==> src/rtl/uart_rx_buffer_pkg.sv <==
// Shared UART receive constants and the FIFO operation decode used by the receive buffer.
// Each FIFO entry carries the parity-error bit in its MSB above the data word.
package uart_rx_buffer_pkg;

    localparam int UART_WORD_LENGTH = 8;
    localparam int UART_ENTRY_W     = UART_WORD_LENGTH + 1;

    typedef enum logic [2:0] {
        OP_IDLE,
        OP_CLEAR,
        OP_PUSH_POP,
        OP_PUSH,
        OP_DROP,
        OP_POP
    } fifo_op_e;

    // Clear beats everything; a simultaneous pop frees the slot a full FIFO needs for a push.
    function automatic fifo_op_e decode_op(input logic clear, input logic wr,
                                           input logic rd, input logic full);
        fifo_op_e op;
        if (clear)
            op = OP_CLEAR;
        else if (wr && rd)
            op = OP_PUSH_POP;
        else if (wr && !full)
            op = OP_PUSH;
        else if (wr)
            op = OP_DROP;
        else if (rd)
            op = OP_POP;
        else
            op = OP_IDLE;
        return op;
    endfunction

endpackage

==> src/rtl/uart_rx_buffer_sync_fifo_core.sv <==
// Show-ahead synchronous FIFO: storage, wrapping pointers and occupancy count.
// The head entry is presented combinationally from the read pointer.
module sync_fifo_core
    import uart_rx_buffer_pkg::*;
#(
    parameter int WIDTH      = UART_ENTRY_W,
    parameter int DEPTH_LOG2 = 4
) (
    input  logic                  clk,
    input  logic                  rst_n,
    input  logic                  clear,
    input  logic                  push,
    input  logic                  pop,
    input  logic [WIDTH-1:0]      wdata,
    output logic [WIDTH-1:0]      head,
    output logic [DEPTH_LOG2:0]   count,
    output logic                  empty,
    output logic                  full
);

    localparam logic [DEPTH_LOG2:0] DEPTH = (DEPTH_LOG2 + 1)'(1) << DEPTH_LOG2;

    logic [WIDTH-1:0]      mem [0:(1 << DEPTH_LOG2) - 1];
    logic [DEPTH_LOG2-1:0] wptr;
    logic [DEPTH_LOG2-1:0] rptr;
    logic                  do_push;
    logic                  do_pop;

    assign empty   = (count == '0);
    assign full    = (count == DEPTH);
    assign do_pop  = pop & ~empty & ~clear;
    assign do_push = push & (~full | do_pop) & ~clear;
    assign head    = mem[rptr];

    // Storage is deliberately left unreset; Count and Empty gate its visibility.
    always_ff @(posedge clk) begin
        if (do_push)
            mem[wptr] <= wdata;
    end

    always_ff @(posedge clk or negedge rst_n) begin
        if (!rst_n) begin
            wptr  <= '0;
            rptr  <= '0;
            count <= '0;
        end else if (clear) begin
            wptr  <= '0;
            rptr  <= '0;
            count <= '0;
        end else begin
            if (do_push)
                wptr <= wptr + 1'b1;
            if (do_pop)
                rptr <= rptr + 1'b1;
            if (do_push && !do_pop)
                count <= count + 1'b1;
            else if (do_pop && !do_push)
                count <= count - 1'b1;
        end
    end

endmodule

==> src/rtl/uart_rx_buffer.sv <==
// Receive-side elastic buffer: captures one word per Flag_Rx high period into a show-ahead FIFO
// and tracks overrun plus a saturating parity-error count.
module uart_rx_buffer
    import uart_rx_buffer_pkg::*;
#(
    parameter int WORD_LENGTH = UART_WORD_LENGTH,
    parameter int DEPTH_LOG2  = 4,
    parameter bit DROP_BAD    = 1'b0,
    parameter int ERR_CNT_W   = 8
) (
    input  logic                   Clk,
    input  logic                   Reset,
    input  logic                   Flag_Rx,
    input  logic [WORD_LENGTH-1:0] Parallel_In,
    input  logic                   Parity_Error_In,
    input  logic                   Read,
    input  logic                   Clear,
    output logic [WORD_LENGTH-1:0] Data_Out,
    output logic                   Data_Parity_Error,
    output logic                   Empty,
    output logic                   Full,
    output logic [DEPTH_LOG2:0]    Count,
    output logic                   Overrun,
    output logic [ERR_CNT_W-1:0]   Error_Count
);

    localparam int ENTRY_W = WORD_LENGTH + 1;

    logic               flag_q;
    logic               cap;
    logic               wr;
    logic               rd;
    logic               push;
    logic               pop;
    logic               empty;
    logic               full;
    logic [ENTRY_W-1:0] head;
    fifo_op_e           op;

    assign cap  = Flag_Rx & ~flag_q;
    assign wr   = cap & ~(DROP_BAD & Parity_Error_In);
    assign rd   = Read & ~empty;
    assign op   = decode_op(Clear, wr, rd, full);
    assign push = (op == OP_PUSH) || (op == OP_PUSH_POP);
    assign pop  = (op == OP_POP)  || (op == OP_PUSH_POP);

    sync_fifo_core #(
        .WIDTH      (ENTRY_W),
        .DEPTH_LOG2 (DEPTH_LOG2)
    ) fifo (
        .clk   (Clk),
        .rst_n (Reset),
        .clear (Clear),
        .push  (push),
        .pop   (pop),
        .wdata ({Parity_Error_In, Parallel_In}),
        .head  (head),
        .count (Count),
        .empty (empty),
        .full  (full)
    );

    assign Empty             = empty;
    assign Full              = full;
    assign Data_Out          = empty ? '0   : head[WORD_LENGTH-1:0];
    assign Data_Parity_Error = empty ? 1'b0 : head[WORD_LENGTH];

    // History resets high so a flag already asserted when reset lifts is not taken as a new word;
    // it keeps tracking through Clear so a long flag is never captured twice.
    always_ff @(posedge Clk or negedge Reset) begin
        if (!Reset)
            flag_q <= 1'b1;
        else
            flag_q <= Flag_Rx;
    end

    always_ff @(posedge Clk or negedge Reset) begin
        if (!Reset) begin
            Overrun     <= 1'b0;
            Error_Count <= '0;
        end else if (Clear) begin
            Overrun     <= 1'b0;
            Error_Count <= '0;
        end else begin
            if (op == OP_DROP)
                Overrun <= 1'b1;
            if (cap && Parity_Error_In && (Error_Count != '1))
                Error_Count <= Error_Count + 1'b1;
        end
    end

endmodule
==> config.mk <==
export PLATFORM = sky130hd
export DESIGN_NAME = uart_rx_buffer
export DESIGN_NICKNAME = d
export VERILOG_FILES = /design/src/rtl/uart_rx_buffer_pkg.sv /design/src/rtl/uart_rx_buffer_sync_fifo_core.sv /design/src/rtl/uart_rx_buffer.sv
export SDC_FILE = /design/constraint.sdc
export NUM_CORES = 1
export LEC_CHECK = 0
export CORE_ASPECT_RATIO = 1.1
export CORE_MARGIN = 2
export CORE_UTILIZATION = 55
export DETAILED_ROUTE_END_ITERATION = 6
export PLACE_DENSITY = 0.74
export SETUP_SLACK_MARGIN = 0.1
export SYNTH_ARGS = -nofsm -noshare
export SYNTH_HDL_FRONTEND = slang
export SYNTH_HIERARCHICAL = 1
export SYNTH_SLANG_ARGS = --single-unit
==> constraint.sdc <==
create_clock -name Clk -period 11.6 [get_ports Clk]
set_clock_uncertainty 0.2 [all_clocks]
set_input_delay 2.9 -clock Clk [delete_from_list [all_inputs] [get_ports Clk]]
set_output_delay 2.9 -clock Clk [all_outputs]
set_load 0.03 [all_outputs]
After elaboration in Yosys (flattened, before gate mapping)
Memory sizes are Yosys's and may differ from the RTL's.
Index checks and enable logic that the tools add are counted.
Widths: inputs -> output; s select.
Storage, ports and cells
  memories kept: 1
  bits in writable memories: 144
  bits in registers: 23
  output and inout bits: 25
  word-level logic and storage cells: 66
  bits of input ports: 14
Memories
  fifo.mem: words 16, bits a word 9, read ports 1, clocked after Yosys merged registers in 0, wr ports 1, RTL line uart_rx_buffer_sync_fifo_core.sv:23  | logic [WIDTH-1:0] mem [0:(1 << DEPTH_LOG2) - 1];
Cells by class
  reductions and logical operators: 17
  muxes and demuxes: 20
  bitwise gates (word level): 11
  eq/ne operators: 6
  $add $sub $neg: 5
Operators with widths (count)
  $mux 8: 3
  $mux 4: 4
  $mux 3: 5
  $mux 5: 3
  $add 4x1->4 const B: 2
  $add 8x1->8 const B: 1
  $ne 8x8->1 const B: 1
  $reduce_bool 2->1: 4
  $and 1x1->1: 6
  $eq 3x2->1 const B: 2
  $eq 3x3->1 const B: 2
  $logic_and 1x1->1: 6
  $add 5x1->5 const B: 1
  $eq 5x5->1 const B: 1
  $logic_not 5->1: 1
  $mux 1: 5
  $sub 5x1->5 const B: 1
  $not 1->1: 4
  $logic_not 1->1: 3
  $reduce_bool 3->1: 1
  $logic_or 1x1->1: 2
  $or 1x1->1: 1

Longest topological paths before layout
Gate-level depths: netlist of the first run.
  word-level depth: 20
  mapped depth: 12
  gate-level depth less buffers: 11

Cells and area by module
The synthesis of the first run kept the hierarchy.
By module, submodules not included
  sync_fifo_core: area an instance 6508.7 um^2, cells an instance 377, instances 1, seq. area each 4649.5 um^2
  uart_rx_buffer: area an instance 593.1 um^2, cells an instance 64, instances 1, seq. area each 251.5 um^2

Least setup slack after synthesis of the first run
No wires, ideal clock.
  path kind: input port to flip-flop
  from: input port Read
  to: register fifo.count[4]
  stages on the path: 8
  required time: 11312 ps
  arrival: 5750 ps
  setup time: 88 ps
  path slack: 5562 ps
  buffers on the path: 0
  path through: nand2b_1 a2111oi_0 o2111ai_1 ha_1 a21oi_1 and4b_2 o21ai_0 a41oi_1
Between the ends
  elaborated cells between the ends (all ways): 24
  classes of those cells: 3 x eq/ne; 7 x mux; 6 x bitwise; 8 x reduce/logical
RTL lines
  from (decl): RTL line uart_rx_buffer.sv:16  | input logic Read,
  $and 1x1->1 (*): RTL line uart_rx_buffer.sv:42  | assign rd = Read & ~empty;
  $mux 3: RTL line uart_rx_buffer_pkg.sv:29  | else if (rd)
  $mux 3: RTL line uart_rx_buffer_pkg.sv:27  | else if (wr)
  $mux 3: RTL line uart_rx_buffer_pkg.sv:25  | else if (wr && !full)
  $mux 3 (*): RTL line uart_rx_buffer_pkg.sv:23  | else if (wr && rd)
  $mux 3 (*): RTL line uart_rx_buffer_pkg.sv:21  | if (clear)
  $eq 3x2->1: RTL line uart_rx_buffer.sv:44  | assign push = (op == OP_PUSH) || (op == OP_PUSH_POP);
  $logic_or 1x1->1 (*): RTL line uart_rx_buffer.sv:44
  via push: RTL line uart_rx_buffer.sv:33  | logic push;
  $and 1x1->1 (*) (2 in a row): RTL line uart_rx_buffer_sync_fifo_core.sv:32  | assign do_push = push & (~full | do_pop) & ~clear;
  $logic_and 1x1->1 / $logic_not 1->1 (equally long branches): RTL line uart_rx_buffer_sync_fifo_core.sv:55, uart_rx_buffer_sync_fifo_core.sv:57
  $mux 5 / $logic_and 1x1->1 (equally long branches): RTL line uart_rx_buffer_sync_fifo_core.sv:55, uart_rx_buffer_sync_fifo_core.sv:57
  $mux 5 / $reduce_bool 3->1 (equally long branches)
  to (signal assigned): RTL line uart_rx_buffer_sync_fifo_core.sv:56  | count <= count + 1'b1;
  to (signal assigned): RTL line uart_rx_buffer_sync_fifo_core.sv:58  | count <= count - 1'b1;
  to (decl): RTL line uart_rx_buffer_sync_fifo_core.sv:16  | output logic [DEPTH_LOG2:0] count,
The timed path passes the listed nets; every way through them passes the cells marked *.
A chain may end at the register's enable or synchronous reset.

Final worst setup path of the first run
  from: register fifo.rptr[1]
  to: output port Data_Out[4]
Between the ends
  longest elaborated chain between the ends: 2
Ends and longest elaborated chain
  from (decl): RTL line uart_rx_buffer_sync_fifo_core.sv:25  | logic [DEPTH_LOG2-1:0] rptr;
  from (signal assigned): RTL line uart_rx_buffer_sync_fifo_core.sv:54  | rptr <= rptr + 1'b1;
  $mem_v2 16x9
  via head[4]: RTL line uart_rx_buffer.sv:37  | logic [ENTRY_W-1:0] head;
  $mux 8: RTL line uart_rx_buffer.sv:65  | assign Data_Out = empty ? '0 : head[WORD_LENGTH-1:0];
  to (decl): RTL line uart_rx_buffer.sv:18  | output logic [WORD_LENGTH-1:0] Data_Out,
The timed path passes the listed nets, and every way through them passes these cells.

==> impl_metrics.toml, run 1 <==
[clocking]
post_cts_buffers = 0
cts-root-buf = "clkbuf_16"
ctsResizeCount = 0
clock_path_buffers = 2
insertion_delay_ns = 0.42
cts_tree = "done"
clkTransAtPathRegs_ns = 0.07
cts.sinks = 167
htreeDepth = 4
cts_hold_buf = 0
cts_buffers = 17

[sta]
rsz0062_at_grt = "false"
final_hold_viol_count = 0
max_freq_ghz = 0.144
period_minus_slack_ns = 6.94
setup_violations = 0
fin_ws_ns = 4.66
slew_viol_final = 0
relSlewSlack_pct = 18.0
tightestPinTransition_ns = 1.23
setup-tns-final_ns = 0
period_share_pct = 59.8

[finish]
areaGrowthSynthToFinish_pct = 15.7
mostFrequentLayoutCells = "edfxtp_1, mux2i_1, clkdlybuf4s50_1, nor2_1, dfrtp_1"
design_area_um2 = 8210
nets = 507
final_util_pct = 65.2
diodes = 0
layout_commonest_cell = "edfxtp_1"
drive_gt1_share_pct = 12.9

[global_routing]
grt_max_degree = 58
grt_pass1_wl_um = 23800
grt-ovfl-total = 0
antenna_found_initial = 0
grt_pass1_vias = 4104
grt_usage_pct = 23.8

[place]
place_area_um2 = 7610
globalplace.congestion = 0.822
portBuffers = 38
place_hpwl_um = 9840
pre_cts_ws_ns = 4.85

[yosys]
synth_compound_gate_area_share_pct = 7.84
synth.area.top_cells = "edfxtp_1, dfrtp_1, mux4_2, mux2i_1, a221oi_1"
yosys_register_bits = 167
yosysTopAreaCell = "edfxtp_1"
synthMuxAreaShare_pct = 11.2
ys_warn_count = 6
synth_fp_nets = 466
syn-instance-count = 441
synthAdderAreaFrac_pct = 2.04
synth-xor-area-share_pct = 1.23
syn_area_um2 = 7100
syn_avg_cell_area_um2 = 16.1
synth_top_family_by_area = "multiplexers"
async_flop_share_pct = 13.8
synth-edff-count = 144
yosys.area_share.simple_pct = 6.80
yosysUniqueCellTypes = 57
synthFlopType = "edfxtp_1"
yosysSeqAreaShare_pct = 69.0
synth_top_area_share_pct = 60.9

[die]
core_area_um2 = 12600
die_h_um = 123
num_io_pins = 39
start_util_pct = 56.4
rows = 43
dieArea_um2 = 13800
die-width_um = 112

[drt]
drc = 0
ant_nets = 0
vias = 4056
drt_iter0_drc = 292
vias_per_cell = 6.22
dr.pass1.iters = 5
highest_layer = "met4"
dr_wl_met3_um = 1130
met1_length_um = 6260
dr_wl_met2_um = 7900
wl_um = 15700
wl_per_cell_um = 24.0

[setup_path]
cp.buffers_inverters = 1
start_kind = "register"
path_cells = "and2_1 > a221oi_1 > o21ai_0 > nand2_1 > nor2b_1 > clkdlybuf4s50_1"
worstPathRequired_ns = 8.50
cp_max_fo = 22
slowest_delay_ns = 0.82
cp-end-kind = "primary output"
crit_type = "reg -> out"
worstPathArrival_ns = 3.84
crit_slowest_cell = "a221oi_1"
critPathTopFamily = "compound AO/OA/AOI/OAI gates"

[min_path]
hp-class = "reg -> reg"

[power_and_ir_drop]
power.leakage_uw = 0.00266
fin_total_pwr_uw = 1460
p_per_area_nw_per_um2 = 178
ir_drop_v = 0.000111

[outcome]
status = "complete, no violations"

[run]
drv_cap = 0
-- per-layer routing --
layer  GRT usage [%]  vias to the layer above
met5               0                        -
met4            9.22                        0
met3            5.49                       21
met2            39.9                      165
met1            30.7                     2039
li1                -                     1831
-- kinds of logic (layout without fill, tap and decap cells) --
family / after synthesis / count (layout)
multiplexers: 57 / 57
XOR/XNOR: 10 / 10
AO/OA/AOI/OAI: 72 / 72
flip-flops: 167 / 167
adder cells (fa/ha/maj): 11 / 11
buffers and inverters: 29 / 83
AND/OR/NAND/NOR: 95 / 95
-- worst paths after layout --
kind | from | end | slack (ns) | depth (start not counted)
min in group asynchronous | Reset | Error_Count[4] | 2.85 | 1
worst max register to register | fifo/count[1] | fifo/count[4] | 6.90 | 11
worst min register to register | Overrun | Overrun | 0.33 | 2
worst max-delay path | fifo/rptr[1] | Data_Out[4] | 4.66 | 6
max in group asynchronous | Reset | fifo/rptr[0] | 7.58 | 1
worst min-delay path | Overrun | Overrun | 0.33 | 2
-- synth_stat cells, drive strengths merged (3+ instances only) --
master and count:
edfxtp 144, mux2i 39, nor2 36, dfrtp 22, a221oi 19, mux4 18
nand2 16, nand3 13, o21ai 13, buf 10, ha 10, inv 10
nor2b 10, a21oi 9, a22oi 9, clkbuf 8, xnor2 5, xor2 5
a211oi 3, a21o 3, nand2b 3, nand4 3
-- report_power, final --
part	switching, uW	leakage [uW]	internal [uW]	total, uW
Clock	248	0.000299	328	576
Sequential	25.8	0.00161	659	685
Combinational	119	0.000758	83.0	202
Total	393	0.00266	1070	1460
-- worst reg2reg max path, stage by stage (launching register included) --
cell and delay [ns]:
dfrtp_1 0.49, or4_1 0.74, nor2_1 0.98, nand2b_1 0.27
nor2_1 0.14, o41ai_2 0.17, o2111ai_1 0.37, ha_1 0.45
a21oi_1 0.28, and4b_2 0.26, o21ai_0 0.07, a41oi_1 0.18
-- metrics by stage --
stage	cells	hold WS, ns
CTS	652	0.328
finish	652	0.332
global route	652	0.357
global placement	620	0.293
detailed placement	620	0.308
floorplan	441	0.344
-- area by class of cell --
class	count	area, um2
Sequential cell	167	4900
Fill cell	899	4380
Multi-Input combinational cell	245	2070
Clock buffer	17	425
Timing Repair Buffer	40	395
Tap cell	157	196
Clock inverter	15	181
Inverter	11	41.3
-- state kept, by name, summed over array words and instances (netlist names) --
signal	flops
Overrun	1
fifo/wptr	4
fifo/count	5
Error_Count	8
flag_q	1
fifo/rptr	4
fifo/mem	144
(Power assumes the default switching activity.)
==> run 2: changes to the inputs <==
Clock period 11.6 ns to 7 ns, I/O delays scaled along.
==> impl_metrics.toml, run 2 (synthesis gave the netlist of run 1 again) <==
[outcome]
status = "complete, no violations"

[sta]
period_minus_slack_ns = 5.70
slew_viol_final = 0
setup-tns-final_ns = 0
rsz0062_at_grt = "false"
max_freq_ghz = 0.175
setup_violations = 0
tightestPinTransition_ns = 1.17
period_share_pct = 81.4
hold-worst-slack_ns = 0.312
final_hold_viol_count = 0
relSlewSlack_pct = 21.5

[setup_path]
r2r_slack_ns = 2.49
r2r_end = "fifo/count[4]"
worstPathArrival_ns = 3.75
cp_max_fo = 22
reg2reg_from = "fifo/count[1]"
worstPathRequired_ns = 5.05
crit_type = "reg -> out"
crit_start = "fifo/rptr[1]"
start_kind = "register"
crit_end = "Data_Out[5]"
cp-end-kind = "primary output"
ff2ff_path_depth = 11

[clocking]
cts_hold_buf = 0
clock_path_buffers = 2
insertion_delay_ns = 0.42
clkTransAtPathRegs_ns = 0.07
cts-root-buf = "clkbuf_16"
cts.sinks = 167
htreeDepth = 4
post_cts_buffers = 0
cts_tree = "done"
ctsResizeCount = 0
cts_buffers = 17

[global_routing]
grt_usage_pct = 23.4
grt_pass1_vias = 4141
grt_pass1_wl_um = 23500
grt-ovfl-total = 0
grt_max_degree = 58
antenna_found_initial = 0

[drt]
wl_per_cell_um = 23.2
wl_um = 15100
dr.pass1.iters = 5
vias_per_cell = 6.28
drt_iter0_drc = 315
drc = 0
vias = 4099
ant_nets = 0

[die]
rows = 43
core_area_um2 = 12600
dieArea_um2 = 13800
die_h_um = 123
num_io_pins = 39
die-width_um = 112
start_util_pct = 56.4

[finish]
finalNonFillerCells = 653
nets = 508
top_regs = "fifo/mem (144), Error_Count (8), fifo/count (5)"
layout_commonest_cell = "edfxtp_1"
diodes = 0
areaGrowthSynthToFinish_pct = 15.7
largest_reg_flops = 144
drive_gt1_share_pct = 13.1
mostFrequentLayoutCells = "edfxtp_1, mux2i_1, clkdlybuf4s50_1, nor2_1, dfrtp_1"
regMostFlops = "fifo/mem"

[run]
drv_cap = 0

[place]
placed_cells = 621
globalplace.congestion = 0.814
portBuffers = 38
place_hpwl_um = 9700

[power_and_ir_drop]
p_per_area_nw_per_um2 = 289
power.leakage_uw = 0.00266
ir_drop_v = 0.000190

[min_path]
hp-class = "reg -> reg"
## run 2: area by class of cell
class	instances	area, um2
clock buffers	17	425
clock inverters	15	176
fillers	867	4370
inverters	11	41.3
multi-input cells	245	2070
flip-flops and latches	167	4900
well taps	157	196
repair buffers	41	403
## run 2: through the flow
| step | cell area (um2) | total power (uW) | setup slack [ns] | util (%) |
|---|---|---|---|---|
| 2_1_floorplan | 7100 | 1360 | 2.11 | - |
| 3_3_place_gp | 7610 | 1480 | 1.70 | 60.5 |
| 3_5_place_dp | 7610 | 1490 | 1.61 | 60.5 |
| 4_1_cts | 8220 | 2390 | 1.30 | 65.3 |
| 5_1_grt | 8220 | 2450 | 1.15 | 65.3 |
| 6_report | 8220 | 2380 | 1.30 | 65.3 |
## run 2: worst min-delay path by stage
| stage | startpoint | end | slack, ns | cells past startpoint |
|---|---|---|---|---|
| 2_1_floorplan | fifo/wptr[3] | fifo/wptr[3] | 0.34 | 2 |
| 3_3_place_gp | Overrun | Overrun | 0.29 | 2 |
| 3_5_place_dp | Overrun | Overrun | 0.30 | 2 |
| 4_1_cts | Overrun | Overrun | 0.32 | 2 |
| 5_1_grt | Overrun | Overrun | 0.37 | 2 |
| 6_report | Overrun | Overrun | 0.31 | 2 |
## run 2: worst max-delay path, cell delays in order, from the launching register on
cell	delay (ns)
dfrtp_1	0.99
and2_1	0.88
a221oi_1	0.32
o21ai_0	0.25
nand2_1	0.07
nor2b_1	0.14
clkdlybuf4s50_1	0.66
## run 2: per-layer routing
metal / wire [um] / vias up / track usage [%] / part of all wire, %
li1: - / 1843 / - / -
met1: 6180 / 2054 / 30.7 / 41
met2: 7630 / 179 / 38.9 / 50
met3: 912 / 23 / 4.12 / 6.0
met4: 401 / 0 / 10.6 / 2.7
met5: 0 / - / 0 / 0
## run 2: where the power goes
part           switching (uW)  total (uW)  internal [uW]
logic                     196         334            138
registers                41.1        1130           1090
clock network             428         911            483
total                     665        2380           1710
